==> src/rtl/prog_loader_pkg.sv <==
// Shared types for the program loader: FSM states, sync marker and RAM word/address types.
// PROG_LOADER_CHECKSUM_EN adds the GET_SUM and ERROR states.
package prog_loader_pkg;

    localparam logic [7:0] SYNC_BYTE_DEFAULT = 8'hA5;

    typedef logic [7:0]  addr_t;
    typedef logic [7:0]  len_t;
    typedef logic [15:0] word_t;

    typedef enum logic [3:0] {
        S_IDLE,
        S_GET_PC,
        S_GET_BASE,
        S_GET_LEN,
        S_GET_HI,
        S_GET_LO,
        S_WRITE,
        S_RUN
`ifdef PROG_LOADER_CHECKSUM_EN
        ,
        S_GET_SUM,
        S_ERROR
`endif
    } state_t;

endpackage

==> src/rtl/prog_loader.sv <==
// Framed byte-stream loader that writes a program into the CPU RAM and then releases the CPU.
// Define PROG_LOADER_CHECKSUM_EN to expect a trailing XOR checksum byte per frame.
module prog_loader
    import prog_loader_pkg::*;
#(
    parameter logic [7:0] SYNC_BYTE = SYNC_BYTE_DEFAULT
) (
    input  logic        clk,
    input  logic        rst,
    input  logic        in_valid,
    input  logic [7:0]  in_data,
    output logic        in_ready,
    output logic        ram_wren,
    output addr_t       ram_addr,
    output word_t       ram_wrdata,
    output logic [7:0]  start_pc,
    output logic        cpu_rst_n,
    output logic        done,
    output logic        err
);

    state_t     state, state_next;
    addr_t      addr_cnt;
    len_t       word_cnt;
    logic [7:0] hi_byte;
    logic       accept;
    logic       is_sync;

`ifdef PROG_LOADER_CHECKSUM_EN
    localparam state_t DATA_DONE = S_GET_SUM;
    logic [7:0] sum;
`else
    localparam state_t DATA_DONE = S_RUN;
`endif

    assign in_ready = !rst && (state != S_WRITE);
    assign accept   = in_valid && in_ready;
    assign is_sync  = accept && (in_data == SYNC_BYTE);

    always_ff @(posedge clk) begin
        if (rst) state <= S_IDLE;
        else     state <= state_next;
    end

    always_comb begin
        state_next = state;
        case (state)
            S_IDLE:     if (is_sync) state_next = S_GET_PC;
            S_GET_PC:   if (accept) state_next = S_GET_BASE;
            S_GET_BASE: if (accept) state_next = S_GET_LEN;
            S_GET_LEN:  if (accept) state_next = (in_data == 8'h00) ? DATA_DONE : S_GET_HI;
            S_GET_HI:   if (accept) state_next = S_GET_LO;
            S_GET_LO:   if (accept) state_next = S_WRITE;
            S_WRITE:    state_next = (word_cnt == 8'd1) ? DATA_DONE : S_GET_HI;
            S_RUN:      if (is_sync) state_next = S_GET_PC;
`ifdef PROG_LOADER_CHECKSUM_EN
            S_GET_SUM:  if (accept) state_next = (in_data == sum) ? S_RUN : S_ERROR;
            S_ERROR:    if (is_sync) state_next = S_GET_PC;
`endif
            default:    state_next = S_IDLE;
        endcase
    end

    // Status outputs are registered from the next state so they track the state exactly.
    always_ff @(posedge clk) begin
        if (rst) begin
            ram_wren   <= 1'b0;
            ram_addr   <= '0;
            ram_wrdata <= '0;
            start_pc   <= '0;
            cpu_rst_n  <= 1'b0;
            done       <= 1'b0;
            addr_cnt   <= '0;
            word_cnt   <= '0;
            hi_byte    <= '0;
        end else begin
            ram_wren  <= (state_next == S_WRITE);
            cpu_rst_n <= (state_next == S_RUN);
            done      <= (state_next == S_RUN);
            case (state)
                S_GET_PC:   if (accept) start_pc <= in_data;
                S_GET_BASE: if (accept) addr_cnt <= in_data;
                S_GET_LEN:  if (accept) word_cnt <= in_data;
                S_GET_HI:   if (accept) hi_byte  <= in_data;
                S_GET_LO: begin
                    if (accept) begin
                        ram_addr   <= addr_cnt;
                        ram_wrdata <= {hi_byte, in_data};
                    end
                end
                S_WRITE: begin
                    addr_cnt <= addr_cnt + 8'd1;
                    word_cnt <= word_cnt - 8'd1;
                end
                default: ;
            endcase
        end
    end

`ifdef PROG_LOADER_CHECKSUM_EN
    // Accumulator covers data bytes only and restarts on every accepted sync.
    always_ff @(posedge clk) begin
        if (rst) begin
            sum <= '0;
            err <= 1'b0;
        end else begin
            err <= (state_next == S_ERROR);
            if (is_sync && (state == S_IDLE || state == S_RUN || state == S_ERROR))
                sum <= '0;
            else if (accept && (state == S_GET_HI || state == S_GET_LO))
                sum <= sum ^ in_data;
        end
    end
`else
    assign err = 1'b0;
`endif

endmodule

==> config.mk <==
export PLATFORM = sky130hd
export DESIGN_NAME = prog_loader
export DESIGN_NICKNAME = d
export VERILOG_FILES = /design/src/rtl/prog_loader_pkg.sv /design/src/rtl/prog_loader.sv
export SDC_FILE = /design/constraint.sdc
export NUM_CORES = 1
export LEC_CHECK = 0
export BUFFER_PORTS_ARGS = -buffer_cell sky130_fd_sc_hd__buf_2
export CORE_MARGIN = 2
export CORE_UTILIZATION = 49
export DETAILED_ROUTE_END_ITERATION = 12
export PLACE_DENSITY = 0.83
export SYNTH_ARGS = -nofsm -noshare
export SYNTH_HDL_FRONTEND = slang
export SYNTH_SLANG_ARGS = --single-unit
==> constraint.sdc <==
create_clock -name clk -period 1.8 [get_ports clk]
set_input_delay 0.27 -clock clk [delete_from_list [all_inputs] [get_ports clk]]
set_output_delay 0.27 -clock clk [all_outputs]
set_load 0.005 [all_outputs]
==> results.py <==
metrics = {
    "setup_path": {
        "reg2reg_to": "hi_byte[3]",
        "required_ns": 1.53,
        "path_buf_inv": 2,
        "startpoint_type": "flop",
        "crit_chain": "and4bb_4 -> buf_4 -> nor2_1 -> buf_2",
        "crit_fanout": 7,
        "cp.arrival_ns": 1.45,
        "rrSetupSlack_ns": 0.09,
        "crit_slowest_cell": "and4bb_4",
        "critPathLaunch": "state[3]",
        "end_kind": "output port",
        "crit_end": "in_ready",
        "crit_family": "simple AND/OR/NAND/NOR gates",
        "crit_type": "reg2out",
        "r2r_cells": 6,
        "path_depth": 4,
        "worstReg2RegStart": "state[2]",
        "cp_slowest_stage_delay_ns": 0.38,
    },
    "synthesis": {
        "syn_area_per_cell_um2": 8.187,
        "ys_seq_area_frac": 0.4651,
        "yosys_register_bits": 62,
        "synth_cell_types": 42,
        "ys.flop_type": "dfxtp_1",
        "syn_inst": 326,
        "synth_edf_count": 0,
        "yosysWarnings": 0,
        "synth_area_mm2": 0.002669,
        "synth_top_area_cell": "dfxtp_1",
        "ys_async_sr_fraction": 0,
        "yosys-top-cells-area": "dfxtp_1, nand2_1, a21oi_1",
        "yosysTopAreaCellShare": 0.4651,
    },
    "clock_network": {
        "root_buffer": "clkbuf_8",
        "cts_sinks": 62,
        "cts_buffer_depth": 2,
        "cts_hold_buf": 0,
        "clkSlewWorstSetupHoldPaths_ns": 0.07,
        "clock_latency_ns": 0.34,
        "cts_htree_levels": 3,
        "cts_tree": "built",
        "cts_buffers": 9,
    },
    "drt": {
        "dr.pass1.iters": 5,
        "route.detailed.drc": 0,
        "wl_per_cell_um": 14.44,
        "route.antenna.remaining_nets": 0,
        "drt_iter0_drc": 211,
        "via_count": 2557,
        "vias_per_cell": 5.523,
        "routed_wl_mm": 6.688,
    },
    "timing": {
        "fmax_ghz": 0.5830,
        "rsz0062_at_grt": "no",
        "fin_crit_sh": 0.9529,
        "max-slew-margin-rel": 0.6304,
        "period_needed_ns": 1.715,
        "worst_clock_skew_ns": 0.005555,
        "tightestPinTransition_ns": 0.5544,
        "setup_violations": 0,
        "hold_violations": 0,
        "final-max-slew-violation-count": 0,
    },
    "die": {
        "ios": 48,
        "die_x_um": 77.80,
        "coreArea_mm2": 0.005172,
        "rows": 26,
        "dieArea_mm2": 0.006053,
        "die_h_um": 77.80,
        "start_util": 0.5160,
    },
    "worst_hold_path": {
        "worstHoldPathType": "in2reg",
    },
    "power": {
        "vdd_drop_max_mv": 0.6330,
        "p_per_area_mw_per_mm2": 812.9,
        "p_leak_nw": 1.341,
        "report.power.total_mw": 2.677,
    },
    "run": {
        "drv_cap": 0,
    },
    "global_routing": {
        "grt_use_total": 0.2337,
        "grt_max_degree": 56,
        "first_global_vias": 2334,
        "grt.overflow.total": 0,
        "antenna_found_initial": 0,
        "grt_pass1_wl_mm": 11.25,
    },
    "finish": {
        "final_common_cell": "nand2_1",
        "fin_nets": 402,
        "area_growth_pct": 23.39,
        "drive_gt1_frac": 0.2672,
        "mostFrequentLayoutCells": "nand2_1, dfxtp_1, buf_2, a21oi_1, nor2_1",
        "n_fill_cell": 456,
        "final_cells": 463,
        "antennaDiodeCount": 0,
    },
    "run_status": {
        "status": "completed",
    },
    "place": {
        "dp_hpwl_mm": 4.587,
        "gp_congestion": 0.9001,
        "io_buffer_count": 46,
        "place_inst": 446,
    },
}
report_power, final:
group          switching (mW)  total (mW)  internal [mW]  leakage (nW)
logic                  0.0671       0.102         0.0349         0.745
clock network           0.559        1.20          0.640        0.0956
registers             0.00314        1.38           1.37         0.500
cells in the mapped netlist, types with 2 or more instances:
cell and instances:
or4_1 4, clkbuf_8 3, nand2b_1 4, dfxtp_1 62, nor3b_1 2, or2_2 2, nand3_1 16, buf_4 2
nor4_2 2, and4bb_2 2, o21a_1 2, inv_1 4, a311oi_1 2, a21oi_1 45, mux2i_1 8, clkbuf_1 16
nand2_1 70, o21ai_0 4, nor2_1 32, ha_1 3, nand4_1 3, nor4_1 3, a31oi_1 5, nor3_1 5
a22oi_1 2, a211oi_1 5, and3_1 3
worst register-to-register path: cells and delay by family, from the launching register on:
kind	cells	cell delay [ns]
mux	1	0.17
simple gates	3	0.64
buf+inv	2	0.38
flops	1	0.40
flip-flops by register name, indices dropped and copies added, names as in the netlist:
name and flops:
state 4, addr_cnt 8, ram_addr 8, done 1, start_pc 8, word_cnt 8, hi_byte 8, ram_wren 1
ram_wrdata 16
routing by layer:
metal | vias to the layer above | wire, µm | track usage
met3 | 13 | 396 | 0.05349
li1 | 1262 | - | -
met5 | - | 0 | 0
met4 | 0 | 120 | 0.08571
met1 | 1191 | 3067 | 0.3157
met2 | 91 | 3104 | 0.3647
final cells by class:
cell class / count / area [µm²] / area share
multi-input combinational: 239 / 1326 / 0.4027
sequential: 62 / 1244 / 0.3777
timing repair buffer: 71 / 417.9 / 0.1269
clock buffer: 9 / 123.9 / 0.03761
tap: 70 / 87.58 / 0.02660
clock inverter: 7 / 72.57 / 0.02204
inverter: 5 / 21.27 / 0.006459
worst min path at each step:
stage	startpoint	to	depth (start not counted)
floorplan	in_data[0]	ram_wrdata[0]	2
global placement	ram_addr[2]	ram_addr[2]	2
detailed placement	ram_wrdata[14]	ram_wrdata[14]	2
CTS	in_data[7]	ram_wrdata[7]	3
global route	in_data[5]	ram_wrdata[5]	3
finish	in_data[7]	ram_wrdata[7]	3
logic make-up after synthesis:
family,after synthesis,synth area share
adder cells (fa/ha/maj),3,0.01407
buffers and inverters,26,0.05063
multiplexers,9,0.03422
AO/OA/AOI/OAI,73,0.1622
other,1,0.001405
flip-flops,62,0.4651
AND/OR/NAND/NOR,152,0.2724
through the flow:
stage | hold slack (ns) | worst slack (ns) | TNS, ns | instance area (µm²) | util
after global routing | 0.2265 | 0.01746 | 0 | 3293 | 0.6367
after floorplan | 0.4060 | 0.1418 | 0 | 2673 | -
after detailed placement | 0.4447 | -0.04356 | -0.04356 | 3054 | 0.5905
after global placement | 0.4398 | -0.01963 | -0.01963 | 3054 | 0.5905
after CTS | 0.2058 | 0.02881 | 0 | 3262 | 0.6306
final | 0.2207 | 0.08485 | 0 | 3293 | 0.6367
repair_timing:
action                                  in CTS  in global routing
buffers inserted                             1                  0
endpoints found under the setup margin       2                 31
pin swaps                                    1                  0
gates resized for setup                      1                 10
Power figures use the tool's default switching activity.
